## src/rtl/dmem_arbiter.sv

```systemverilog
// Data-memory arbiter: shares one single-port data memory between the pipeline MEM stage and an aux port.
// The core has priority. A starvation counter forces an aux grant after STARVE_LIM denied cycles.
module dmem_arbiter #(
  parameter int DM_ADDRESS = 9,
  parameter int DATA_W     = 32,
  parameter int STARVE_LIM = 4
) (
  input  logic                  clk,
  input  logic                  reset,
  input  logic                  core_rd,
  input  logic                  core_wr,
  input  logic [DM_ADDRESS-1:0] core_addr,
  input  logic [DATA_W-1:0]     core_wdata,
  input  logic [2:0]            core_funct3,
  output logic                  core_stall,
  output logic [DATA_W-1:0]     core_rdata,
  output logic                  core_rvalid,
  input  logic                  aux_req,
  input  logic                  aux_we,
  input  logic [DM_ADDRESS-1:0] aux_addr,
  input  logic [DATA_W-1:0]     aux_wdata,
  input  logic [2:0]            aux_funct3,
  output logic                  aux_gnt,
  output logic [DATA_W-1:0]     aux_rdata,
  output logic                  aux_rvalid,
  output logic                  mem_rd,
  output logic                  mem_wr,
  output logic [DM_ADDRESS-1:0] mem_addr,
  output logic [DATA_W-1:0]     mem_wdata,
  output logic [2:0]            mem_funct3,
  input  logic [DATA_W-1:0]     mem_rdata
);

  localparam int SW = (STARVE_LIM < 1) ? 1 : $clog2(STARVE_LIM + 1);
  localparam logic [SW-1:0] STARVE_MAX = SW'(STARVE_LIM);

  logic              w_coreActive;
  logic              w_coreRead;
  logic              w_starved;
  logic              w_grantAux;
  logic              w_grantCore;
  logic [SW-1:0]     r_starveCnt;
  logic              r_pendCore;
  logic              r_pendAux;
  logic [DATA_W-1:0] r_coreHold;
  logic [DATA_W-1:0] r_auxHold;

  // A simultaneous read+write from the core is a write; reset masks every grant.
  assign w_coreActive = core_rd | core_wr;
  assign w_coreRead   = core_rd & ~core_wr;
  assign w_starved    = (r_starveCnt == STARVE_MAX);
  assign w_grantAux   = ~reset & aux_req & (~w_coreActive | w_starved);
  assign w_grantCore  = ~reset & w_coreActive & ~w_grantAux;

  assign core_stall = ~reset & w_coreActive & ~w_grantCore;
  assign aux_gnt    = w_grantAux;

  always_comb begin
    mem_rd     = 1'b0;
    mem_wr     = 1'b0;
    mem_addr   = '0;
    mem_wdata  = '0;
    mem_funct3 = '0;
    if (w_grantAux) begin
      mem_rd     = ~aux_we;
      mem_wr     = aux_we;
      mem_addr   = aux_addr;
      mem_wdata  = aux_wdata;
      mem_funct3 = aux_funct3;
    end else if (w_grantCore) begin
      mem_rd     = w_coreRead;
      mem_wr     = core_wr;
      mem_addr   = core_addr;
      mem_wdata  = core_wdata;
      mem_funct3 = core_funct3;
    end
  end

  always_ff @(posedge clk) begin
    if (reset) begin
      r_starveCnt <= '0;
    end else if (!aux_req || w_grantAux) begin
      r_starveCnt <= '0;
    end else if (!w_starved) begin
      r_starveCnt <= r_starveCnt + 1'b1;
    end
  end

  // Owner flags record who issued last cycle's read so mem_rdata is steered to them.
  always_ff @(posedge clk) begin
    if (reset) begin
      r_pendCore <= 1'b0;
      r_pendAux  <= 1'b0;
      r_coreHold <= '0;
      r_auxHold  <= '0;
    end else begin
      r_pendCore <= w_grantCore & w_coreRead;
      r_pendAux  <= w_grantAux & ~aux_we;
      if (r_pendCore) r_coreHold <= mem_rdata;
      if (r_pendAux)  r_auxHold  <= mem_rdata;
    end
  end

  assign core_rvalid = ~reset & r_pendCore;
  assign aux_rvalid  = ~reset & r_pendAux;
  assign core_rdata  = reset ? '0 : (r_pendCore ? mem_rdata : r_coreHold);
  assign aux_rdata   = reset ? '0 : (r_pendAux ? mem_rdata : r_auxHold);

endmodule
```

## config.mk

```make
export PLATFORM = sky130hd
export DESIGN_NAME = dmem_arbiter
export DESIGN_NICKNAME = d
export VERILOG_FILES = /design/src/rtl/dmem_arbiter.sv
export SDC_FILE = /design/constraint.sdc
export NUM_CORES = 1
export LEC_CHECK = 0
export ABC_AREA = 1
export BUFFER_PORTS_ARGS = -buffer_cell sky130_fd_sc_hd__buf_2
export CAP_MARGIN = 20
export CORE_MARGIN = 2
export CORE_UTILIZATION = 35
export DETAILED_ROUTE_END_ITERATION = 8
export GPL_ROUTABILITY_DRIVEN = 1
export PLACE_DENSITY_LB_ADDON = 0.12
export SLEW_MARGIN = 20
export SYNTH_ARGS = -nofsm -noshare
export SYNTH_HDL_FRONTEND = slang
export SYNTH_SLANG_ARGS = --single-unit
```

## constraint.sdc

```tcl
create_clock -name clk -period 3 [get_ports clk]
set_input_delay 0.6 -clock clk [delete_from_list [all_inputs] [get_ports clk]]
set_output_delay 0.6 -clock clk [all_outputs]
set_load 0.03 [all_outputs]
```

==> out/qor.yml, run 1 <==
pwr-share-clk: 0.402
fillers: 951
power.density_mw_per_mm2: 499.6
drtIter0Drc: 123
internal_power_mw: 1.687
startpoint_type: "flop"
clk_latency_ns: 0.35
netlist_instances: 469
fmax_mhz: 371.9
async_flop_share: 0
drive_above_1_share: 0.4161
initial_utilization: 0.3595
critPathLaunch: "r_starveCnt[1]"
finalCriticalPeriod_ns: 2.689
num_antenna_cells: 0
r2r-end: "r_pendAux"
ys_ff_latch: 69
yosysWarnings: 0
crit_end: "mem_wr"
yosys.area.top_type: "dfxtp_1"
seq_power_share: 0.398
cts_hold_buf: 0
synth_area_leaders: "dfxtp_1, nor2_1, nand3_1"
die_w_um: 101.2
rows: 35
crit_arrival_ns: 2.09
required_ns: 2.40
leakage_nw: 2.794
hpwl_um: 8289
switchingPower_mw: 0.7073
synth_edf_count: 0
ant_nets: 0
vias_per_cell: 4.801
p_comb_frac: 0.200
fp.dieArea_mm2: 0.01024
num_io_pins: 240
vdd_drop_max_v: 0.0004130
core-area_mm2: 0.009196
mostFrequentLayoutCells: "buf_2, nor2_1, nand3_1"
clockBufferDepth: 2
grt_pass1_vias: 3378
finalSetupViolCount: 0
worstSetupEndpointType: "output port"
die_h_um: 101.2
netlist.area_leader.share: 0.4179
regArea_mm2: 0.001381
first_pass_iters: 4
outcome: "finished, final reports clean"
cts_tree: "yes"
multiInputGateArea_mm2: 0.001669
gp_congestion: 0.7501
grt_use_total: 0.2059
antenna_found_initial: 0
synthesis.area_mm2: 0.003306
grt_max_degree: 55
fin_crit_sh: 0.8962
vias: 3879
drc: 0
cp_max_fo: 45
area_growth_pct: 45.00
r2r_setup_slack_ns: 1.43
finalSetupTns_ns: 0
rr_worst_depth: 7
gr-total-overflow: 0
fin_total_pwr_mw: 2.395
rr_startpoint: "r_starveCnt[1]"
path_clk_slew_ns: 0.08
clock_skew_ns: 0.01649
synth_area_per_cell_um2: 7.048
slew_headroom: 0.6899
finalHoldViolCount: 0
synth_ff_type: "dfxtp_1"
rsz0062_at_grt: "no"
sw_frac_of_total: 0.2954
worst_slew_pin_slew_ns: 0.4652
path_class: "reg -> out"
io_buffers: 239
clock_sinks: 69
totalWireLength_um: 11480
synth_cell_types: 19
hold_start: "r_starveCnt[0]"
yosysSeqAreaShare: 0.4179
final_common_cell: "buf_2"
cap_violations: 0
synth_nets: 597
hold_path.class: "reg -> reg"
htree_levels: 3
numCtsBuffers: 9
cts-root-buf: "clkbuf_8"
slew_viol_final: 0
routedWlPerCell_um: 14.21
nets: 820
grt_pass1_wl_um: 16750
critical path: stages (launching register included):
cell     delay, ns
dfxtp_1       0.33
inv_1         0.05
ha_1          0.15
nand2_1       0.13
o21ai_4       0.10
buf_4         0.41
nand3_1       0.21
nand2_1       0.13
inv_1         0.04
buf_2         0.18
stage by stage:
stage               cells  area, um2  setup WS, ns  hold WS, ns    util
global placement      792       4533        0.5272       0.4347  0.4929
floorplan             469       3306        0.8433       0.4173       -
finish                808       4793        0.3113       0.4638  0.5212
detailed placement    792       4533        0.5226       0.4496  0.4929
CTS                   808       4788        0.1694       0.4647  0.5207
global route          808       4793        0.1416       0.4982  0.5212
final cells by class:
class                      instances  area share
timing repair buffer             249      0.2704
multi-input combinational        349      0.3482
tap                              111     0.02897
clock inverter                     6     0.02454
clock buffer                      10     0.02871
inverter                          14     0.01096
sequential                        69      0.2882
worst min-delay path by stage:
stage	endpoint	cells past startpoint	slack (ns)
4_1_cts	r_starveCnt[0]	1	0.46
3_5_place_dp	r_starveCnt[0]	1	0.45
6_report	r_starveCnt[0]	1	0.46
2_1_floorplan	r_starveCnt[0]	1	0.42
3_3_place_gp	r_starveCnt[0]	1	0.43
5_1_grt	r_starveCnt[0]	1	0.50
power by group through the flow:
stage / clock network [mW] / logic (mW) / registers [mW]
global route: 1.03 / 0.518 / 0.956
global placement: 0 / 0.475 / 0.974
detailed placement: 0 / 0.480 / 0.974
CTS: 0.990 / 0.482 / 0.953
finish: 0.962 / 0.480 / 0.953
floorplan: 0 / 0.294 / 0.973
flip-flops by register name, summed over array words and instances (netlist names):
register	cells
r_auxHold	32
r_starveCnt	3
r_pendAux	1
r_coreHold	32
r_pendCore	1
Yosys cell counts (2+ instances only):
cell type / n
buf_6: 6
dfxtp_1: 69
nand3_1: 72
buf_2: 7
buf_8: 2
nor2_1: 134
nand2_1: 52
nand3_2: 20
o21ai_0: 64
ha_1: 2
inv_1: 13
clkbuf_1: 21
cells by family (layout without fill, tap and decap cells):
logic type | count (synthesis) | in the layout | synth area share
xor gates and xnor gates | 1 | 1 | 0.002650
DFF | 69 | 69 | 0.4179
AOI/OAI and AO/OA | 67 | 67 | 0.1083
buffers and inverters | 51 | 279 | 0.08100
and+or+nand+nor | 279 | 279 | 0.3827
adders and majority gates | 2 | 2 | 0.007569
repair_timing:
| action | in CTS | in global routing |
|---|---|---|
| setup buffers | 0 | 0 |
| setup endpoints to repair | 0 | 1 |
| gates resized for setup | 0 | 1 |
layer usage:
| metal | global-route usage | vias up | share of wire |
|---|---|---|---|
| met1 | 0.2474 | 1758 | 0.42 |
| met4 | 0.04782 | 0 | 0.0070 |
| met2 | 0.3668 | 138 | 0.50 |
| met3 | 0.05521 | 7 | 0.070 |
| met5 | 0 | - | 0 |
| li1 | - | 1976 | - |
(Power assumes the default switching activity.)
==> inputs of run 2 (changes only) <==
CORE_ASPECT_RATIO = 1.4   (was default)
==> run 2 against run 1 <==
Utilization rose by 0.084 points. Clock skew is 0.010 ns lower. Clock power grew 10%. Sequential share of layout area fell by 0.37 points. Critical path depth stayed put. Fmax shrank 1.4%. Worst hold slack worse by 0.0010 ns. Global-route usage rose by 0.26 points.
==> out/qor.yml, run 2 (synthesized netlist as in run 1, its figures left out) <==
area_growth_pct: 46.90
rsz0062_at_grt: "no"
worstSetupEndpointType: "output port"
final_core_util: 0.5221
cts_setup_buffers: 0
initial_utilization: 0.3554
clock_sinks: 69
vias_per_cell: 4.808
finalCriticalPeriod_ns: 2.728
htree_levels: 3
crit_arrival_ns: 2.13
startpoint_type: "flop"
num_antenna_cells: 0
first_pass_iters: 6
clockBufferDepth: 2
drtIter0Drc: 113
finalHoldViolCount: 0
slew_viol_final: 0
routedWlPerCell_um: 13.92
hpwl_um: 8473
core-area_mm2: 0.009301
cts-root-buf: "clkbuf_16"
grt_pass1_wl_um: 17060
die_w_um: 86.14
final_common_cell: "buf_2"
fin_crit_sh: 0.9093
rows: 42
drive_above_1_share: 0.4140
hold_path.class: "reg -> reg"
nets: 821
vdd_drop_max_v: 0.0003989
io_buffers: 239
slew_headroom: 0.6059
mostFrequentLayoutCells: "buf_2, nor2_1, nand3_1"
grt_use_total: 0.2085
clk_latency_ns: 0.32
outcome: "finished, final reports clean"
path_class: "reg -> out"
drc: 0
cp_max_fo: 16
cts_hold_buf: 0
num_io_pins: 240
r2r_setup_slack_ns: 1.31
required_ns: 2.40
ant_nets: 0
fillers: 959
finalSetupViolCount: 0
antenna_found_initial: 0
vias: 3885
power.density_mw_per_mm2: 513.5
fmax_mhz: 366.6
finalSetupTns_ns: 0
die_h_um: 119.0
clock_skew_ns: 0.006132
cts_tree: "yes"
grt_pass1_vias: 3621
numCtsBuffers: 9
gp_congestion: 0.7911
gr-total-overflow: 0
worst_slew_pin_slew_ns: 0.5905
fp.dieArea_mm2: 0.01025
largestRegisters: "r_auxHold: 32 flops, r_coreHold: 32 flops, r_starveCnt: 3 flops"
timing.hold.ws_ns: 0.4628
post_cts_resized: 0
grt_max_degree: 47
leakage_nw: 2.819
path_clk_slew_ns: 0.05
totalWireLength_um: 11250
cap_violations: 0
-- run 2: cell types whose count changed in the layout (fill, tap and decap cells not counted), sizes merged --
cell,change
clkinvlp,-1
inv,-2
bufinv,-2
buf,+1
clkinv,+2
clkbuf,+3
-- run 2: critical path, stage by stage, from the launching register on --
cell     delay [ns]
dfxtp_1        0.35
inv_1          0.06
ha_1           0.20
nand2_1        0.15
o21ai_4        0.08
nand2_2        0.33
buf_4          0.26
nand3_1        0.11
nand2_1        0.07
buf_2          0.19
-- run 2: cell type report --
type                    instances  area [um2]  area share
multi-input cells             349        1664      0.3427
inverters                      14       52.55     0.01082
clock inverters                 3       43.79    0.009018
flip-flops and latches         69        1381      0.2845
repair buffers                250        1316      0.2711
well taps                     110       137.6     0.02834
clock buffers                  13       260.3     0.05359
-- run 2: final timing paths --
kind / startpoint / end / cells after the start
worst max-delay path: r_starveCnt[0] / mem_rd / 9
worst min-delay path: r_starveCnt[0] / r_starveCnt[0] / 1
worst max register to register: r_starveCnt[0] / r_pendCore / 8
worst min register to register: r_starveCnt[0] / r_starveCnt[0] / 1
-- run 2: where the power goes --
group	switching (mW)	internal, mW	total, mW	leakage, nW
Clock	0.368	0.689	1.06	0.150
Sequential	0.00682	0.948	0.955	0.561
Combinational	0.322	0.160	0.482	2.11
Total	0.697	1.80	2.49	2.82
-- run 2: per-stage QoR --
stage | power [mW] | instance area [um2] | instances | setup WS [ns]
2_1_floorplan | 1.266 | 3306 | 469 | 0.8433
3_3_place_gp | 1.454 | 4552 | 792 | 0.6058
3_5_place_dp | 1.459 | 4552 | 792 | 0.5807
4_1_cts | 2.516 | 4856 | 808 | 0.2407
5_1_grt | 2.591 | 4856 | 808 | 0.1160
6_report | 2.493 | 4856 | 808 | 0.2720
-- run 2: per-layer routing --
| layer | global-route usage | up-vias | share of wire |
|---|---|---|---|
| met4 | 0.08333 | 0 | 0.019 |
| met3 | 0.05960 | 15 | 0.085 |
| li1 | - | 1974 | - |
| met2 | 0.3614 | 160 | 0.50 |
| met1 | 0.2363 | 1736 | 0.40 |
| met5 | 0 | - | 0 |
